[src/rtl/idli_utx_m.sv]
// idli_utx_m -- UART transmitter.
//
// Accepts one 16b word from EX as four 4b slices over an aligned ctr group
// (ctr==0 carries bits [3:0], ctr==3 carries bits [15:12]). It then sends the
// word as two 8b frames, low byte first and LSB first within each byte. Each
// frame is preceded by a low start bit.
//
// Optional feature: define IDLI_UTX_STOP_BIT_EN to append a high stop bit
// after each byte. This gives a 20-cycle frame instead of 18 cycles.
//
// Ports:
//   i_utx_gck    core clock, all state updates on posedge
//   i_utx_rst_n  asynchronous active-low reset
//   i_utx_ctr    2b sync counter, slice position within a 16b group
//   i_utx_data   4b slice from EX
//   i_utx_vld    EX has a word to send (held for a full aligned group)
//   o_utx_acp    transmitter accepts slices this cycle
//   o_utx_data   serial line, idle high
module idli_utx_m (
  input  logic       i_utx_gck,
  input  logic       i_utx_rst_n,
  input  logic [1:0] i_utx_ctr,
  input  logic [3:0] i_utx_data,
  input  logic       i_utx_vld,
  output logic       o_utx_acp,
  output logic       o_utx_data
);

  typedef enum logic [2:0] {
    ST_IDLE,
    ST_LOAD,
    ST_START,
    ST_DATA,
    ST_STOP
  } state_t;

  state_t      state_q, state_d;
  logic [15:0] data_q, data_d;
  logic [3:0]  bits_q, bits_d;

  always_ff @(posedge i_utx_gck or negedge i_utx_rst_n) begin
    if (!i_utx_rst_n) begin
      state_q <= ST_IDLE;
      bits_q  <= '0;
    end else begin
      state_q <= state_d;
      bits_q  <= bits_d;
    end
  end

  // The shift buffer is fully reloaded before every transmission, so it
  // needs no reset.
  always_ff @(posedge i_utx_gck) begin
    data_q <= data_d;
  end

  always_comb begin
    state_d    = state_q;
    data_d     = data_q;
    bits_d     = bits_q;
    o_utx_acp  = 1'b0;
    o_utx_data = 1'b1;

    case (state_q)
      ST_IDLE: begin
        o_utx_acp = 1'b1;
        // Only start capturing on an aligned group boundary.
        if (i_utx_vld && (i_utx_ctr == 2'd0)) begin
          data_d  = {i_utx_data, data_q[15:4]};
          state_d = ST_LOAD;
        end
      end

      ST_LOAD: begin
        o_utx_acp = 1'b1;
        data_d    = {i_utx_data, data_q[15:4]};
        if (i_utx_ctr == 2'd3) begin
          bits_d  = '0;
          state_d = ST_START;
        end
      end

      ST_START: begin
        o_utx_data = 1'b0;
        state_d    = ST_DATA;
      end

      ST_DATA: begin
        o_utx_data = data_q[0];
        data_d     = {1'b0, data_q[15:1]};
        bits_d     = bits_q + 4'd1;
`ifdef IDLI_UTX_STOP_BIT_EN
        if ((bits_q == 4'd7) || (bits_q == 4'd15)) begin
          state_d = ST_STOP;
        end
`else
        if (bits_q == 4'd7) begin
          state_d = ST_START;
        end else if (bits_q == 4'd15) begin
          state_d = ST_IDLE;
        end
`endif
      end

`ifdef IDLI_UTX_STOP_BIT_EN
      // bits_q is 8 after the low byte and wraps to 0 after the high byte.
      ST_STOP: begin
        o_utx_data = 1'b1;
        if (bits_q == 4'd8) begin
          state_d = ST_START;
        end else begin
          state_d = ST_IDLE;
        end
      end
`endif

      default: begin
        state_d = ST_IDLE;
      end
    endcase
  end

endmodule

[config.mk]
export PLATFORM = sky130hd
export DESIGN_NAME = idli_utx_m
export DESIGN_NICKNAME = d
export VERILOG_FILES = /design/src/rtl/idli_utx_m.sv
export SDC_FILE = /design/constraint.sdc
export NUM_CORES = 1
export LEC_CHECK = 0
export ABC_CLOCK_PERIOD_IN_PS = 3500
export BUFFER_PORTS_ARGS = -buffer_cell sky130_fd_sc_hd__buf_2
export CORE_MARGIN = 2
export CORE_UTILIZATION = 40
export CTS_CLUSTER_SIZE = 12
export DETAILED_ROUTE_END_ITERATION = 8
export HOLD_SLACK_MARGIN = 0.02
export PLACE_DENSITY = 0.68
export SLEW_MARGIN = 40
export SYNTH_ARGS = -nofsm -noshare
export SYNTH_HDL_FRONTEND = slang
export SYNTH_SLANG_ARGS = --single-unit
[constraint.sdc]
create_clock -name i_utx_gck -period 3.5 [get_ports i_utx_gck]
set_clock_uncertainty 0.2 [all_clocks]
set_input_delay 0.35 -clock i_utx_gck [delete_from_list [all_inputs] [get_ports i_utx_gck]]
set_output_delay 0.35 -clock i_utx_gck [all_outputs]
set_load 0.02 [all_outputs]
# After elaboration in Yosys (flattened, before gate mapping)
# Index checks and enable logic that the tools add are counted.
[totals]
output_inout_bits = 2
wordCells = 33
inputBits = 9
reg_bits = 23
[classes]
mux = 11
n_eq_ne = 9
reduce_logical = 9
addsub = 1
[ops]
columns = ["cell", "n"]
rows = [
  ["$pmux W16 S3", 1],
  ["$mux W16", 1],
  ["$mux W3", 4],
  ["$pmux W3 S4", 1],
  ["$pmux W4 S2", 1],
  ["$eq A3 B2 Y1 const B", 2],
  ["$add A4 B1 Y4 const B", 1],
  ["$eq A4 B3 Y1 const B", 1],
  ["$eq A4 B4 Y1 const B", 1],
  ["$mux W4", 1],
  ["$ne A2 B2 Y1 const B", 2],
  ["$reduce_and A2 Y1", 2],
  ["$eq A3 B1 Y1 const B", 1],
  ["$logic_not A3 Y1", 1],
  ["$ne A3 B3 Y1 const B", 1],
  ["$reduce_and A3 Y1", 1],
  ["$reduce_bool A3 Y1", 1],
  ["$eq A2 B2 Y1 const B", 1],
  ["$logic_not A2 Y1", 1],
  ["$pmux W1 S2", 1],
  ["$reduce_bool A2 Y1", 1],
  ["$reduce_or A2 Y1", 1],
  ["$logic_and A1 B1 Y1", 1],
  ["$mux W1", 1],
]

# Logic depth before layout (Yosys ltp)
# Gate-level depths: netlist of the first run.
[logic_depth]
ltp_word = 4
mapped_depth = 4
ltp_nobuf = 4

# Worst setup path before layout of the first run
# Ideal clock, no wire load.
[synth_timing]
kind = "register -> register"
start = "register state_q[1]"
end = "register data_q[0] (enable)"
required_ns = 2.961
arrival_time_ns = 1.035
setup_time_ns = 0.339
path_stages_with_launch = 4
setup_slack_ns = 1.926
period_less_slack_ns = 1.574
path_buffers = 1
path_cell_list = "dfrtp_1 -> buf_2 -> inv_1 -> a31o_2"
[synth_via]
elab_chain_len = 3
elab_cells_between_ends = 6
classes_between = "3 x eq/ne; 3 x reduce/logical"
[synth_rtl]
columns = ["item", "line_no", "rtl"]
rows = [
  ["from (decl)", "37", "state_t state_q, state_d;"],
  ["from (signal assigned)", "46", "state_q <= state_d;"],
  ["$eq A3 B2 Y1 (tied with other cells)", "64", "case (state_q)"],
  ["$reduce_bool A3 Y1 (no source line) or $ne A2 B2 Y1 (tied branches)", "n/a", ""],
  ["$reduce_and A2 Y1 (no source line) (*)", "n/a", ""],
  ["to (signal assigned)", "54", "data_q <= data_d;"],
  ["to (decl)", "38", "logic [15:0] data_q, data_d;"],
]
# Mark *: on every way between the ends. The rest lies on a longest branch, timed or not.
# A chain may end at the register's enable or synchronous reset.

# Worst setup path in the final report of the first run
[layout_timing]
start = "register state_q[0]"
end = "output port o_utx_data"
[layout_via]
elab_chain_len = 2
elab_cells_between_ends = 3
classes_between = "2 x eq/ne; 1 x mux"
[layout_rtl]
columns = ["item", "line_no", "rtl"]
rows = [
  ["$eq A3 B2 Y1", "64", ""],
  ["$pmux W1 S2 (*)", "64", ""],
  ["to (decl)", "26", "output logic o_utx_data"],
]
# Marked as above.

==> results.ini, run 1 <==
[status]
outcome=completed

[finish]
n_antenna_cell=0
syn_to_final_growth_pct=9.31
num-fill-cells=232
post-route-util_pct=46.1
drive_gt1_share_pct=39.7
fin_nets=89

[worst_setup_path]
crit_top_cell=nand2_1
worst_setup_path_end_kind=output pin
required_ns=2.95
slowest_stage=dfrtp_1
worst-path-buf-inv=1
crit_path_max_fanout=8
worstSetupPathType=reg -> out
cp-start-kind=flop
crit_arrival_ns=1.11
cp_top_family=flip-flops
slowest_delay_ns=0.52
path_cells=nand2_1 -> nand2_1 -> buf_2

[route]
drt-total-wl_um=1490
vias=559
wl_met2_um=672
first_pass_iters=4
drc=0
top_layer=met4
via_per_inst=5.18
wl_per_cell_um=13.8
wl_met1_um=739
ant_nets=0
dr_wl_met3_um=65
drt_iter0_drc=12

[clock_network]
cts_setup_buffers=0
clk_pin_slew_ns=0.12
tritoncts.num_buffers=3
clock_path_buffers=2
cts.sinks=22
cts-root-buf=clkbuf_4
cts_tree=built
insertion_delay_ns=0.30
htreeDepth=1

[floorplan]
dieArea_um2=3010
start_util_pct=42.2
core_area_um2=2450
dieHeight_um=54.9
dieWidth_um=54.9
io_pins=11
rows=18

[pwr]
p_per_area_nw_per_um2=970
ir_worst_vdd_mv=0.465
power_w=0.00110
p_leak_nw=0.481

[global_route]
grt_usage_pct=11.7
grt_max_degree=17
antenna_found_initial=0
grt_pass1_wl_um=2290
grt_pass1_vias=490
grt-ovfl-total=0

[placement]
io_buffers=10
pre_cts_ws_ns=1.86
place_congestion=0.686
dp_hpwl_um=1030

[timing]
fmax_mhz=601
final-hold-violation-count=0
fin_crit_sh_pct=47.5
setup_tns_ns=0
relSlewSlack_pct=72.7
rsz0062_at_grt=no
setup_slack_ns=1.84
setup_violations=0
final_max_slew_viol_count=0
min_period_ns=1.66
tightest_slew_ns=0.409

[logic_synthesis]
synth_ff_type=edfxtp_1
yosysWarnings=0
synthArstFlopShare_pct=27.3
yosysUniqueCellTypes=25
syn_inst=66
syn_area_um2=1030
synth_edf_count=16
synthesis.nets=76
synth_seq_cells=22
ys_seq_area_share_pct=60.9
avgSynthCellArea_um2=15.7

[job]
maxCapViolCount=0

[worst_hold_path]
hold_class=in -> reg

-- worst paths after layout --
path / start / end / slack [ns] / depth (start not counted)
hold / removal: i_utx_data[3] / data_q[15] / 0.12 / 2
setup / recovery: state_q[0] / o_utx_data / 1.84 / 3
min in group asynchronous: i_utx_rst_n / bits_q[2] / 0.19 / 2
max in group asynchronous: i_utx_rst_n / state_q[1] / 2.78 / 2
hold reg to reg: bits_q[1] / bits_q[1] / 0.35 / 1
setup reg to reg: state_q[1] / data_q[2] / 1.84 / 2
-- cell type report --
type	instances	area (um2)	share of cell area, %
flip-flops and latches	22	631	55.8
clock inverters	1	3.75	0.332
well taps	30	37.5	3.32
repair buffers	11	60.1	5.31
inverters	2	7.51	0.664
multi-input cells	39	369	32.6
clock buffers	3	22.5	1.99
-- flip-flops by register name (all words and copies together), names as in the netlist --
register,cells
state_q,2
bits_q,4
data_q,16
-- cells in the mapped netlist, types with 2 or more instances --
cell type | count | share of area [%]
edfxtp_1 | 16 | 46
mux2_4 | 9 | 13
mux2_2 | 7 | 7.6
dfrtp_1 | 6 | 15
and2_1 | 3 | 1.8
nand2_1 | 3 | 1.1
a22o_1 | 2 | 1.7
buf_6 | 2 | 2.2
inv_1 | 2 | 0.73
-- placed cells by master (no fill, tap or decap) --
cell type / n
o21ai_1: 1
dfrtp_1: 6
ha_1: 1
dlygate4sd3_1: 1
and3_1: 1
a21oi_1: 1
and2_1: 3
inv_1: 2
a41oi_1: 1
mux2_4: 9
nand3b_1: 1
a31oi_1: 1
a221oi_1: 1
mux2_2: 7
a211o_1: 1
nand2_4: 1
clkbuf_4: 3
nor3_1: 1
clkinv_1: 1
edfxtp_1: 16
a22o_1: 2
nand3_1: 1
o21ai_0: 1
buf_2: 10
a31o_2: 1
nor2_1: 1
nand2_1: 3
-- routing by layer --
layer / track usage (%) / up-vias
met4: 6.25 / 0
met1: 15.4 / 271
li1: - / 274
met2: 17.3 / 12
met3: 3.28 / 2
met5: 0 / -
-- cell families (layout without fill, tap and decap cells) --
group	after synthesis	in the layout	synth area share [%]
AO/OA/AOI/OAI	10	10	7.13
buffers and inverters	5	17	3.39
AND/OR/NAND/NOR	12	12	6.65
adder cells (fa/ha/maj)	1	1	1.21
flip-flops	22	22	60.9
multiplexers	16	16	20.7
-- metrics by stage --
| stage | hold slack (ns) | instances | instance area (um2) |
|---|---|---|---|
| 2_1_floorplan | -0.146 | 66 | 1030 |
| 3_3_place_gp | -0.0244 | 103 | 1090 |
| 3_5_place_dp | -0.0194 | 103 | 1090 |
| 4_1_cts | 0.110 | 108 | 1130 |
| 5_1_grt | 0.0982 | 108 | 1130 |
| 6_report | 0.120 | 108 | 1130 |
-- power breakdown --
group	total [W]	switching [W]	leakage [nW]	internal, W
Combinational	0.000431	0.000180	0.223	0.000251
Sequential	0.000553	0.0000864	0.242	0.000467
Clock	0.000113	0.0000714	0.0154	0.0000415
Total	0.00110	0.000338	0.481	0.000759
-- what timing repair did --
action / CTS / global route
hold buffers: 1 / 0
gates resized for setup: 0 / 0
setup endpoints to repair: 0 / 0
hold endpoints to repair: 6 / 0
(Power assumes the default switching activity.)
==> run 2, diff against run 1 <==
--- a/config.mk
+++ b/config.mk
@@ -5,14 +5,15 @@
 export SDC_FILE = /design/constraint.sdc
 export NUM_CORES = 1
 export LEC_CHECK = 0
-export ABC_CLOCK_PERIOD_IN_PS = 3500
+export ABC_AREA = 1
+export ABC_CLOCK_PERIOD_IN_PS = 1380
 export BUFFER_PORTS_ARGS = -buffer_cell sky130_fd_sc_hd__buf_2
 export CORE_MARGIN = 2
 export CORE_UTILIZATION = 40
 export CTS_CLUSTER_SIZE = 12
 export DETAILED_ROUTE_END_ITERATION = 8
 export HOLD_SLACK_MARGIN = 0.02
-export PLACE_DENSITY = 0.68
+export PLACE_DENSITY = 0.7
 export SLEW_MARGIN = 40
 export SYNTH_ARGS = -nofsm -noshare
 export SYNTH_HDL_FRONTEND = slang
==> constraint.sdc (replaced) <==
create_clock -name i_utx_gck -period 1.38 [get_ports i_utx_gck]
set_clock_uncertainty 0.2 [all_clocks]
set_input_delay 0.138 -clock i_utx_gck [delete_from_list [all_inputs] [get_ports i_utx_gck]]
set_output_delay 0.138 -clock i_utx_gck [all_outputs]
set_load 0.02 [all_outputs]
==> run 2 against run 1 <==
The flow now finishes with violations (negative setup slack). Area after synthesis is 1.7% lower. Routed wire length increased by 27%. Utilization up 9.8 points. Register-to-register slack got worse by 1.8 ns. Clock power rose to 2.6 times the previous value. Worst hold slack lost 0.088 ns. Synthesized cell count increased by 58%. Global-route usage up 3.0 points. Count of clock-buffer cells in the layout is the same. Die area is 1.6% lower. Critical path type unchanged. Largest power group is now combinational cells.
==> results.ini, run 2 <==
[worst_setup_path]
timing.rr.start=state_q[1]
crit_arrival_ns=1.07  ; -0.04 ns
required_ns=1.04  ; -1.91 ns
slowest_stage=dfrtp_1
ff2ff_path_depth=3  ; +1
cp_top_family=flip-flops
worst-path-buf-inv=2  ; +1
cp-start-kind=flop
worstSetupPathType=reg -> out
crit_path_max_fanout=3  ; -5
reg2reg_to=data_q[8]
slowest_delay_ns=0.42  ; -0.10 ns
worst_setup_path_end_kind=output pin
reg2reg_slack_ns=0.02  ; -1.82 ns
path_cells=buf_6 -> nand2_2 -> nand2_2 -> buf_6

[timing]
fin_crit_sh_pct=102
rsz0062_at_grt=yes
relSlewSlack_pct=80.5  ; +7.7 points
final_max_slew_viol_count=0  ; unchanged
final-hold-violation-count=0  ; unchanged
setup_violations=1  ; +1
hold_ws_ns=0.0321  ; -0.0882 ns
tightest_slew_ns=0.292  ; -0.117 ns
min_period_ns=1.41
setup_slack_ns=-0.0305  ; -1.87 ns
fmax_mhz=709

[floorplan]
dieHeight_um=54.4  ; -0.78%
rows=18  ; unchanged
core_area_um2=2430  ; -0.92%
io_pins=11  ; unchanged
dieArea_um2=2960  ; -1.6%
dieWidth_um=54.4  ; -0.78%
start_util_pct=41.8  ; -0.33 points

[logic_synthesis]
yosysTopAreaCellShare_pct=47.2  ; +0.80 points
synth_ff_type=edfxtp_1
synthArstFlopShare_pct=27.3  ; unchanged
syn_inst=104  ; +58%
ys_seq_area_share_pct=62.0  ; +1.0 points
synthesis.nets=114  ; +50%
synthMostInstantiatedCell=nand2_1
synth_seq_cells=22  ; unchanged
synth_edf_count=16  ; unchanged
syn_area_um2=1020  ; -1.7%
yosysUniqueCellTypes=18  ; -28%
synth.top_cells.by_area=edfxtp_1 (47%), dfrtp_1 (15%), nand2_1 (11%), o21ai_0 (7.9%), inv_1 (4.4%)
avgSynthCellArea_um2=9.78  ; -38%
synth.cells.most_frequent=nand2_1 (31), edfxtp_1 (16), o21ai_0 (16)
yosysWarnings=0  ; unchanged
yosys.area.top_type=edfxtp_1

[finish]
top_register=data_q
syn_to_final_growth_pct=33.7
reg.largest.list=data_q x16, bits_q x4, state_q x2
multiInputGateArea_um2=349  ; -5.4%
post-route-util_pct=55.9  ; +9.8 points
layout_common_cells=nand2_1 (29), edfxtp_1 (16), o21ai_0 (11)
stdcell_count=163  ; +51%
final_area_um2=1360  ; +20%
final_common_cell=nand2_1
fin_nets=144  ; +62%
num-fill-cells=228  ; -1.7%
drive_gt1_share_pct=27.1  ; -13 points
n_antenna_cell=0  ; unchanged
regArea_um2=631  ; unchanged
largest_reg_flops=16  ; unchanged

[placement]
dpl_cell_area_um2=1140  ; +4.3%
place_congestion=0.711  ; +3.7%
dp_hpwl_um=1190  ; +15%
io_buffers=10  ; unchanged
dp_cells=148  ; +44%

[route]
drt-total-wl_um=1890  ; +27%
drc=0  ; unchanged
drt_iter0_drc=28  ; +16
vias=795  ; +42%
wl_per_cell_um=11.6  ; -16%
ant_nets=0  ; unchanged
first_pass_iters=4  ; unchanged
via_per_inst=4.88  ; -5.8%

[clock_network]
cts-root-buf=clkbuf_4
htreeDepth=1  ; unchanged
clock_path_buffers=2  ; unchanged
clk_pin_slew_ns=0.11  ; about the same
cts.sinks=22  ; unchanged
tritoncts.num_buffers=3  ; unchanged
insertion_delay_ns=0.30  ; about the same
cts_tree=built

[job]
maxCapViolCount=0  ; unchanged

[global_route]
grt_usage_pct=14.6  ; +3.0 points
grt_max_degree=22  ; +5
antenna_found_initial=0  ; unchanged
grt_pass1_vias=755  ; +54%
grt-ovfl-total=0  ; unchanged
grt_pass1_wl_um=3030  ; +32%

[worst_hold_path]
hold_path_depth=4  ; +2
hp-start=i_utx_ctr[1]
hold_class=in -> reg
worstHoldEndpoint=state_q[0]

[pwr]
ir_worst_vdd_mv=1.34  ; +190%
p_leak_nw=0.598  ; +24%
p_per_area_nw_per_um2=2460  ; +150%
power_w=0.00334  ; +200%

[status]
outcome=finished with violations
violations=negative setup slack

## run 2: changes by cell type in the layout (fill, tap and decap cells not counted), sizes merged, moves of 2 or more
cell	change
a22o	-2
inv	+11
buf	+11
nor2	+4
nand3	+4
dlygate4sd3	+5
o21ai	+15
a21oi	+2
mux2	-16
nand2	+28
and2	-3
## run 2: cells by family (layout without fill, tap and decap cells)
logic type | Yosys count | count (layout) | synth area share (%)
AO/OA/AOI/OAI | 20 | 20 | 10.6
AND/OR/NAND/NOR | 45 | 45 | 18.8
buffers and inverters | 16 | 45 | 7.38
adder cells (fa/ha/maj) | 1 | 1 | 1.23
flip-flops | 22 | 22 | 62.0
## run 2: how the worst max path moves through the flow
| stage | slack [ns] | from | cells past startpoint | endpoint |
|---|---|---|---|---|
| global route | -0.07 | state_q[0] | 4 | o_utx_data |
| finish | -0.03 | state_q[0] | 4 | o_utx_data |
| detailed placement | -0.13 | i_utx_ctr[1] | 4 | data_q[14] |
| floorplan | 0.006 | bits_q[0] | 4 | bits_q[2] |
| CTS | -0.04 | state_q[0] | 4 | o_utx_data |
| global placement | -0.09 | i_utx_ctr[1] | 4 | data_q[14] |
## run 2: worst register-to-register path: cells and delay by family, from the launching register on
kind / cells / cell delay [ns]
AO/OA/AOI/OAI: 1 / 0.14
buffers and inverters: 2 / 0.32
flip-flops: 1 / 0.43
## run 2: power breakdown
group	internal [W]	switching [W]	leakage [nW]	total, W
Clock	0.000105	0.000190	0.0154	0.000295
Combinational	0.000782	0.000887	0.345	0.00167
Sequential	0.00121	0.000172	0.237	0.00138
Total	0.00209	0.00125	0.598	0.00334
## run 2: stage by stage
step | setup TNS [ns] | worst slack (ns)
final | -0.0305 | -0.0305
after global routing | -0.202 | -0.0737
after CTS | -0.0642 | -0.0431
after detailed placement | -2.28 | -0.129
after global placement | -1.61 | -0.0907
after floorplan | 0 | 0.00594
## run 2: final cells by class
type	instances	share of cell area (%)
Clock buffer	3	1.66
Inverter	13	3.96
Multi-Input combinational cell	66	25.7
Timing Repair Buffer	28	19.3
Tap cell	30	2.76
Sequential cell	22	46.4
Clock inverter	1	0.276
## run 2: timing repair
action	CTS	global route
gates cloned	0	1
endpoints found under the hold margin	10	0
endpoints found under the setup margin	34	38
resized for setup	3	20
hold buffers	6	0
pin swaps	0	2
buffers inserted	3	1
## run 2: routing by layer
layer | track usage (%) | part of all wire (%)
met1 | 18.4 | 45
met2 | 24.1 | 51
met3 | 3.28 | 3.0
met4 | 6.25 | 0.69
met5 | 0 | 0
==> run 3, diff against run 2 <==
--- a/config.mk
+++ b/config.mk
@@ -8,12 +8,14 @@
 export ABC_AREA = 1
 export ABC_CLOCK_PERIOD_IN_PS = 1380
 export BUFFER_PORTS_ARGS = -buffer_cell sky130_fd_sc_hd__buf_2
+export CELL_PAD_IN_SITES_DETAIL_PLACEMENT = 1
+export CELL_PAD_IN_SITES_GLOBAL_PLACEMENT = 1
 export CORE_MARGIN = 2
-export CORE_UTILIZATION = 40
+export CORE_UTILIZATION = 39
 export CTS_CLUSTER_SIZE = 12
 export DETAILED_ROUTE_END_ITERATION = 8
 export HOLD_SLACK_MARGIN = 0.02
-export PLACE_DENSITY = 0.7
+export PLACE_DENSITY = 0.82
 export SLEW_MARGIN = 40
 export SYNTH_ARGS = -nofsm -noshare
 export SYNTH_HDL_FRONTEND = slang
==> run 3 against run 2 <==
The flow still finishes with violations (negative setup slack). First-iteration DRC count is 75% lower. Total power is 8.7% higher. Sequential cell count stayed put. Critical path type unchanged. Critical endpoint unchanged.
==> results.ini, run 3 (same netlist as run 2, synthesis figures left out) <==
[worst_setup_path]
crit_arrival_ns=1.06  ; about the same
worstSetupPathType=reg -> out
cp-start-kind=flop
required_ns=1.04  ; about the same
reg2reg_slack_ns=-0.01  ; -0.03 ns
worst_setup_path_end_kind=output pin
crit_path_max_fanout=3  ; unchanged

[timing]
final-hold-violation-count=0  ; unchanged
fin_crit_sh_pct=101  ; -0.81 points
fmax_mhz=715  ; +0.79%
tightest_slew_ns=0.295  ; +0.00326 ns
rsz0062_at_grt=yes
min_period_ns=1.40  ; -0.0111 ns
relSlewSlack_pct=80.2  ; -0.22 points
final_max_slew_viol_count=0  ; unchanged
setup_slack_ns=-0.0194  ; +0.0111 ns
setup_tns_ns=-0.0440  ; -0.0135 ns
setup_violations=8  ; +7
hold_ws_ns=0.0670  ; +0.0349 ns

[pwr]
clkPwrFrac_pct=8.6  ; -0.2 points
p_seq_share_pct=38.4  ; -2.9 points
p_comb_share_pct=53.0  ; +3.1 points
ir_worst_vdd_mv=1.31  ; -2.2%
p_leak_nw=0.615  ; +2.9%
power_switching_w=0.00141  ; +13%
p_int_w=0.00223  ; +6.2%
p_per_area_nw_per_um2=2570  ; +4.6%
p_sw_share_pct=38.8  ; +1.4 points
power_w=0.00363  ; +8.7%

[clock_network]
clk_pin_slew_ns=0.12  ; about the same
cts.sinks=22  ; unchanged
cts_tree=built
htreeDepth=1  ; unchanged
clock_path_buffers=2  ; unchanged
tritoncts.num_buffers=3  ; unchanged
cts-root-buf=clkbuf_4
insertion_delay_ns=0.31  ; about the same

[job]
maxCapViolCount=0  ; unchanged

[finish]
layout_common_cells=nand2_1 (29), edfxtp_1 (16), o21ai_0 (12)
top_register=data_q
num-fill-cells=280  ; +23%
stdcell_count=165  ; +1.2%
fin_nets=146  ; +1.4%
syn_to_final_growth_pct=39.0
n_antenna_cell=0  ; unchanged
reg.largest.list=data_q x16, bits_q x4, state_q x2
drive_gt1_share_pct=29.6  ; +2.6 points
final_common_cell=nand2_1
post-route-util_pct=57.1  ; +1.2 points
largest_reg_flops=16  ; unchanged

[floorplan]
start_util_pct=41.1  ; -0.76 points
dieArea_um2=3030  ; +2.4%
dieWidth_um=55.1  ; +1.2%
dieHeight_um=55.1  ; +1.2%
rows=18  ; unchanged
io_pins=11  ; unchanged
core_area_um2=2480  ; +1.9%

[route]
first_pass_iters=4  ; unchanged
ant_nets=0  ; unchanged
drc=0  ; unchanged
wl_per_cell_um=15.1  ; +31%
drt-total-wl_um=2500  ; +33%
via_per_inst=4.97  ; +1.9%
drt_iter0_drc=7  ; -75%
vias=820  ; +3.1%

[worst_hold_path]
hold_class=in -> reg

[status]
violations=negative setup slack
outcome=finished with violations

[global_route]
grt_pass1_wl_um=3710  ; +23%
grt_usage_pct=17.8  ; +3.2 points
grt-ovfl-total=0  ; unchanged
grt_pass1_vias=835  ; +11%
grt_max_degree=22  ; unchanged
antenna_found_initial=0  ; unchanged

[placement]
io_buffers=10  ; unchanged
place_congestion=0.681  ; -4.3%
dp_hpwl_um=1430  ; +20%
dp_cells=146  ; -1.4%

run 3: cell count changes in the layout (fill, tap and decap cells not counted), sizes merged:
cell / before / now
clkbuf: 4 / 6
buf: 21 / 20
clkinv: 1 / 0
dlygate4sd3: 6 / 8
run 3: power by group through the flow:
stage / combinational [W] / sequential [W] / clock [W]
6_report: 0.00193 / 0.00140 / 0.000311
5_1_grt: 0.00215 / 0.00143 / 0.000339
4_1_cts: 0.00153 / 0.00138 / 0.000309
3_5_place_dp: 0.00122 / 0.00142 / 0
3_3_place_gp: 0.00113 / 0.00139 / 0
2_1_floorplan: 0.000876 / 0.00138 / 0
run 3: final cells by class:
| cell class | instances | area [um2] | share of cell area, % |
|---|---|---|---|
| flip-flops and latches | 22 | 632 | 44.7 |
| inverters | 13 | 58.8 | 4.16 |
| well taps | 30 | 37.5 | 2.65 |
| repair buffers | 30 | 308 | 21.8 |
| multi-input cells | 66 | 352 | 24.9 |
| clock buffers | 4 | 26.3 | 1.86 |
run 3: metrics by stage:
step / setup slack (ns) / area [um2]
after floorplan: 0.00594 / 1030
after global placement: -0.0953 / 1130
after detailed placement: -0.162 / 1130
after CTS: -0.0100 / 1320
after global routing: -0.0681 / 1410
final: -0.0194 / 1410
run 3: final timing paths:
path                                   from          to  cells past startpoint
worst max-delay path             state_q[1]  o_utx_data                      3
worst min-delay path              i_utx_vld  state_q[0]                      5
worst max register to register   state_q[1]  data_q[12]                      3
worst min register to register    data_q[1]   data_q[0]                      2
max in group asynchronous       i_utx_rst_n  state_q[1]                      3
min in group asynchronous       i_utx_rst_n   bits_q[2]                      3
run 3: worst max-delay path: stages (launching register included):
cell and delay [ns]:
dfrtp_2 0.46, buf_6 0.14, nand2_2 0.06, buf_6 0.11
run 3: timing repair:
item                                    CTS  global route
gates cloned                              0             2
hold buffers                              8             0
resized for setup                        12            17
pin swaps                                 1             3
buffers inserted                          5             0
endpoints found under the setup margin   23            30
hold endpoints to repair                 11             0
run 3: routing by layer:
layer  global-route usage, %  vias up  wire, um
met1                    20.4      391      1030
met5                       0        -         0
met4                    8.13        0        38
met3                    3.49        6        67
li1                        -      403         -
met2                    31.9       20      1370
